File: config.mk
export PLATFORM = sky130hd
export DESIGN_NAME = multu_sequencer_flat
export DESIGN_NICKNAME = d
export VERILOG_FILES = /design/src/rtl/multu_if.sv /design/src/rtl/multu_sequencer.sv /design/src/flat_wrapper.sv
export SDC_FILE = /design/constraint.sdc
export NUM_CORES = 1
export LEC_CHECK = 0
export CAP_MARGIN = 10
export CORE_AREA = 2 2 145 133
export CTS_BUF_LIST = sky130_fd_sc_hd__clkbuf_2 sky130_fd_sc_hd__clkbuf_4 sky130_fd_sc_hd__clkbuf_8
export CTS_CLUSTER_SIZE = 40
export DETAILED_ROUTE_END_ITERATION = 8
export DIE_AREA = 0 0 147 135
export HOLD_SLACK_MARGIN = 0.12
export PLACE_DENSITY_LB_ADDON = 0.3
export SLEW_MARGIN = 10
export SYNTH_ARGS = -nofsm -noshare
export SYNTH_HDL_FRONTEND = slang
export SYNTH_SLANG_ARGS = --single-unit
File: constraint.sdc
create_clock -name clk -period 12.18 [get_ports clk]
set_clock_uncertainty 0.1 [all_clocks]
set_input_delay 1.827 -clock clk [delete_from_list [all_inputs] [get_ports clk]]
set_output_delay 1.827 -clock clk [all_outputs]
set_load 0.01 [all_outputs]
File: src/rtl/multu_if.sv
// Handshake and data bundle between a pipeline ALU stage and the
// sequential unsigned multiplier with its Hi/Lo result registers.
interface multu_if #(
  parameter int WIDTH = 32
);
  logic             start;
  logic             nop;
  logic [WIDTH-1:0] src_a;
  logic [WIDTH-1:0] src_b;
  logic [1:0]       hilo_sel;
  logic             busy;
  logic             done;
  logic             stall;
  logic [WIDTH-1:0] hi;
  logic [WIDTH-1:0] lo;
  logic [WIDTH-1:0] rd_data;

  // Pipeline side: issues multiply requests and Hi/Lo reads
  modport master (
    output start, nop, src_a, src_b, hilo_sel,
    input  busy, done, stall, hi, lo, rd_data
  );

  // Multiplier side
  modport slave (
    input  start, nop, src_a, src_b, hilo_sel,
    output busy, done, stall, hi, lo, rd_data
  );
endinterface

File: src/rtl/multu_sequencer.sv
// Sequential shift-add unsigned multiplier (MIPS MULTU style).
// One iteration per clock; Hi/Lo are only written when a multiply
// completes, so reads during a multiply stall the pipeline.
module multu_sequencer #(
  parameter int WIDTH = 32
) (
  input  logic  clk,
  input  logic  rst,
  multu_if.slave bus
);

  localparam int CW = $clog2(WIDTH) + 1;
  localparam int AW = 2 * WIDTH + 1;

  typedef enum logic [1:0] {
    IDLE = 2'b00,
    RUN  = 2'b01,
    DONE = 2'b10
  } state_t;

  state_t          state;
  state_t          state_next;
  logic [WIDTH-1:0] mcand;
  logic [WIDTH-1:0] mplier;
  logic [AW-1:0]    acc;
  logic [CW-1:0]    count;
  logic [WIDTH-1:0] hi_reg;
  logic [WIDTH-1:0] lo_reg;
  logic             accept;
  logic             last_iter;
  logic             read_req;
  logic [WIDTH:0]   sum;

  assign read_req  = (bus.hilo_sel == 2'b01) || (bus.hilo_sel == 2'b10);
  assign last_iter = (count == CW'(WIDTH - 1));

  // State register; reset aborts any multiply in flight
  always_ff @(posedge clk or posedge rst) begin
    if (rst) begin
      state <= IDLE;
    end else begin
      state <= state_next;
    end
  end

  // Next-state decode and pipeline-facing status outputs
  always_comb begin
    state_next = state;
    accept     = 1'b0;
    bus.busy   = 1'b0;
    bus.done   = 1'b0;
    bus.stall  = 1'b0;
    case (state)
      IDLE: begin
        if (bus.start && !bus.nop) begin
          accept     = 1'b1;
          state_next = RUN;
        end
      end
      RUN: begin
        bus.busy  = 1'b1;
        bus.stall = (bus.start && !bus.nop) || read_req;
        if (last_iter) begin
          state_next = DONE;
        end
      end
      DONE: begin
        bus.busy   = 1'b1;
        bus.done   = 1'b1;
        bus.stall  = (bus.start && !bus.nop) || read_req;
        state_next = IDLE;
      end
      default: begin
        state_next = IDLE;
      end
    endcase
  end

  // Partial sum: multiplicand added into the upper accumulator half
  always_comb begin
    sum = {1'b0, acc[2*WIDTH-1:WIDTH]};
    if (mplier[0]) begin
      sum = {1'b0, acc[2*WIDTH-1:WIDTH]} + {1'b0, mcand};
    end
  end

  // Operand capture, shift-add iteration and Hi/Lo write-back
  always_ff @(posedge clk or posedge rst) begin
    if (rst) begin
      mcand  <= '0;
      mplier <= '0;
      acc    <= '0;
      count  <= '0;
      hi_reg <= '0;
      lo_reg <= '0;
    end else begin
      case (state)
        IDLE: begin
          if (accept) begin
            mcand  <= bus.src_a;
            mplier <= bus.src_b;
            acc    <= '0;
            count  <= '0;
          end
        end
        RUN: begin
          acc    <= {1'b0, sum, acc[WIDTH-1:1]};
          mplier <= {1'b0, mplier[WIDTH-1:1]};
          count  <= count + 1'b1;
        end
        DONE: begin
          hi_reg <= acc[2*WIDTH-1:WIDTH];
          lo_reg <= acc[WIDTH-1:0];
        end
        default: begin
        end
      endcase
    end
  end

  // Architectural read port straight from the current registers
  always_comb begin
    bus.rd_data = '0;
    if (bus.hilo_sel == 2'b01) begin
      bus.rd_data = hi_reg;
    end else if (bus.hilo_sel == 2'b10) begin
      bus.rd_data = lo_reg;
    end
  end

  assign bus.hi = hi_reg;
  assign bus.lo = lo_reg;

endmodule
File: src/flat_wrapper.sv
// flat-port wrapper written by rule: the top's interface ports become plain ports
module multu_sequencer_flat 
#(
  parameter int WIDTH = 32
)
  (clk, rst, bus_start, bus_nop, bus_src_a, bus_src_b, bus_hilo_sel, bus_busy, bus_done, bus_stall, bus_hi, bus_lo, bus_rd_data);
  multu_if #(.WIDTH(WIDTH)) bus_i ();
  input  logic clk;
  input  logic rst;
  input wire logic [$bits(bus_i.start)-1:0] bus_start;
  input wire logic [$bits(bus_i.nop)-1:0] bus_nop;
  input wire logic [$bits(bus_i.src_a)-1:0] bus_src_a;
  input wire logic [$bits(bus_i.src_b)-1:0] bus_src_b;
  input wire logic [$bits(bus_i.hilo_sel)-1:0] bus_hilo_sel;
  output wire logic [$bits(bus_i.busy)-1:0] bus_busy;
  output wire logic [$bits(bus_i.done)-1:0] bus_done;
  output wire logic [$bits(bus_i.stall)-1:0] bus_stall;
  output wire logic [$bits(bus_i.hi)-1:0] bus_hi;
  output wire logic [$bits(bus_i.lo)-1:0] bus_lo;
  output wire logic [$bits(bus_i.rd_data)-1:0] bus_rd_data;
  assign bus_i.start = bus_start;
  assign bus_i.nop = bus_nop;
  assign bus_i.src_a = bus_src_a;
  assign bus_i.src_b = bus_src_b;
  assign bus_i.hilo_sel = bus_hilo_sel;
  assign bus_busy = bus_i.busy;
  assign bus_done = bus_i.done;
  assign bus_stall = bus_i.stall;
  assign bus_hi = bus_i.hi;
  assign bus_lo = bus_i.lo;
  assign bus_rd_data = bus_i.rd_data;
  multu_sequencer #(.WIDTH(WIDTH)) u_core (.clk(clk), .rst(rst), .bus(bus_i));
endmodule
==> metrics <==
layout cells sized above 1=14.1%; Pwr Density=204 nW/um^2; via-per-instance ratio=5.82; ys async rst share=100%; grt ovf=0; antenna cell count=0; startpoint types=primary input; I/O Buffers=168; crit end category=output pin; chip width=147 um; number of flops mapped to enable cells by yosys=0; Initial Util=54.3%; Mapped Cells=916; max-cap violation count=0; GP Congestion=0.881; final hold violations=0; Slew headroom=23.2%; count of unique library cells instantiated by Yosys=57; total number of vias=7651; DR WL met3=1090 um; Post-Syn Area=9910 um^2; instance area at placement=11800 um^2; Top Layer Used=met4; initial drt markers=637; drt pass-1 iters=9; Crit-path slowest cell=ha_1; total wire length=23700 um; die area=19800 um^2; Layout Nets=1166; FMAX=162 MHz; Die H=135 um; Post-route DRC=0; total I/O pin count=169; CTS Buf Count=17; post-CTS setup buffers=0; Tot GR Track Use=24.4%; Worst Path Max Fanout=31; Final Max Tran Viols=0; clk buf depth=2; leakage power=5.53 nW; Area Overhead vs Synth=22.8%; Post-Route M1 WL=11600 um; first-pass GRT wire length=38600 um; most used cell, CP=clkdlybuf4s50_1; Worst-path clk slew=0.12 ns; core outline area=18200 um^2; Data required, critical path=10.25 ns; Final HPWL DP=16900 um; post-route clock period utilization=50.5%; fin area=12200 um^2; TNS Setup=0 ns; Final Critical Period=6.16 ns; synthesized area per cell=10.8 um^2; crit-path leading delay family=buffers and inverters; Largest register FFs=64; slew of the pin with the lowest slew margin=1.15 ns; synthesized flop and latch total=200; Skew-Pair Late Insertion Delay=0.47 ns; crit path kind=in -> out; Reg with most FFs=u_core.acc; met2 wire len=10700 um; Worst Reg-to-Reg Cells=9; Worst Hold Class=reg -> reg; Ys Warns=0; unrepaired setup endpoints after global routing=false; CTS tree=yes; wire per inst=18.1 um; post-CTS sizing=0; initial antenna violation count=0; CP bufs+invs=3; number of global-route vias before repair=7257; Critical Path Stages=6; largest net degree at the start of global routing=130; critical path, cell by cell=clkdlybuf4s50_1 > inv_1 > ha_1 > nor2b_1 > a22o_1 > clkdlybuf4s50_1; CTS root buf=clkbuf_8; final setup vio count=0; post-synthesis net count=1025; CTS H-tree lvls=4; Arr. time, crit path=4.23 ns; crit-path max cell delay=0.91 ns; FP Rows=47; main flop type after synthesis=dfrtp_1; Hold Path Depth=2; maximum VDD drop=0.138 mV; remaining antenna violation count=0; CTS Sinks=200; Hold-fix buffers, CTS=0; Seq/Total Area, Yosys=50.5%; outcome=complete, no violations
-- synth_stat cells (all sizes together) (12+ instances only) --
cell,n,area [um^2]
xnor2,12,105
a222oi,19,190
nor2,25,93.8
a22o,36,315
xor2,18,158
clkbuf,48,181
ha,38,475
o21ai,95,475
mux2i,21,210
mux2,96,1080
nand2,119,447
a21oi,44,224
inv,31,116
dfrtp,200,5000
a22oi,22,165
-- worst paths after layout --
path / start / end / slack, ns
min reg2reg: u_core.mplier[9] / u_core.mplier[9] / 0.40
min: u_core.mplier[9] / u_core.mplier[9] / 0.40
max in group asynchronous: rst / u_core.mcand[17] / 8.69
max: bus_hilo_sel[0] / bus_rd_data[31] / 6.02
max reg2reg: u_core.state[0] / u_core.acc[56] / 8.63
min in group asynchronous: rst / u_core.mplier[9] / 1.80
-- per-stage QoR --
step / util [%] / hold WS (ns) / worst slack, ns / total power, mW / cells
final: 66.7 / 0.396 / 6.02 / 2.48 / 1314
after global routing: 66.7 / 0.427 / 5.88 / 2.66 / 1314
after CTS: 66.7 / 0.399 / 6.02 / 2.48 / 1314
after detailed placement: 64.6 / 0.372 / 6.02 / 2.05 / 1283
after global placement: 64.6 / 0.363 / 6.08 / 2.02 / 1283
after floorplan: - / 0.350 / 4.80 / 1.78 / 916
-- worst min-delay path, stage by stage, from the launching register on --
cell,delay (ns)
dfrtp_1,0.36
nand2_1,0.05
o21ai_0,0.06
-- routing by layer --
layer | track usage, % | vias up
met5 | 0 | -
met4 | 6.14 | 0
met3 | 4.36 | 22
met2 | 36.9 | 208
met1 | 36.9 | 3782
li1 | - | 3639
-- cell usage in the layout, fill, tap and decap left out, types with 8 or more instances in the layout --
cell	instances
dfrtp_1	200
clkdlybuf4s50_1	168
nand2_1	119
mux2_2	96
o21ai_0	93
a21oi_1	42
a22o_1	36
ha_1	36
inv_1	30
nor2_1	24
a22oi_1	22
mux2i_1	21
a222oi_1	19
xor2_1	18
clkbuf_8	17
xnor2_1	12
nand4_1	11
a31oi_1	8
-- final cells by class --
type | instances | area (um^2)
Fill cell | 1482 | 6070
Sequential cell | 200 | 5000
Clock buffer | 17 | 234
Inverter | 31 | 124
Tap cell | 245 | 307
Timing Repair Buffer | 174 | 1730
Clock inverter | 14 | 155
Multi-Input combinational cell | 633 | 4610
-- cell families (layout without fill, tap and decap cells) --
logic type,after synthesis,in the layout,synth area share (%)
buffers and inverters,83,236,3.22
xor gates and xnor gates,30,30,2.65
AOI/OAI and AO/OA,259,259,17.3
adders and majority gates,39,39,5.00
muxes,117,117,13.0
DFF,200,200,50.5
and+or+nand+nor,188,188,8.23
-- report_power, final --
group | switching [mW] | internal (mW)
Combinational | 0.621 | 0.456
Clock | 0.252 | 0.171
Sequential | 0.155 | 0.827
(Power assumes the default switching activity.)
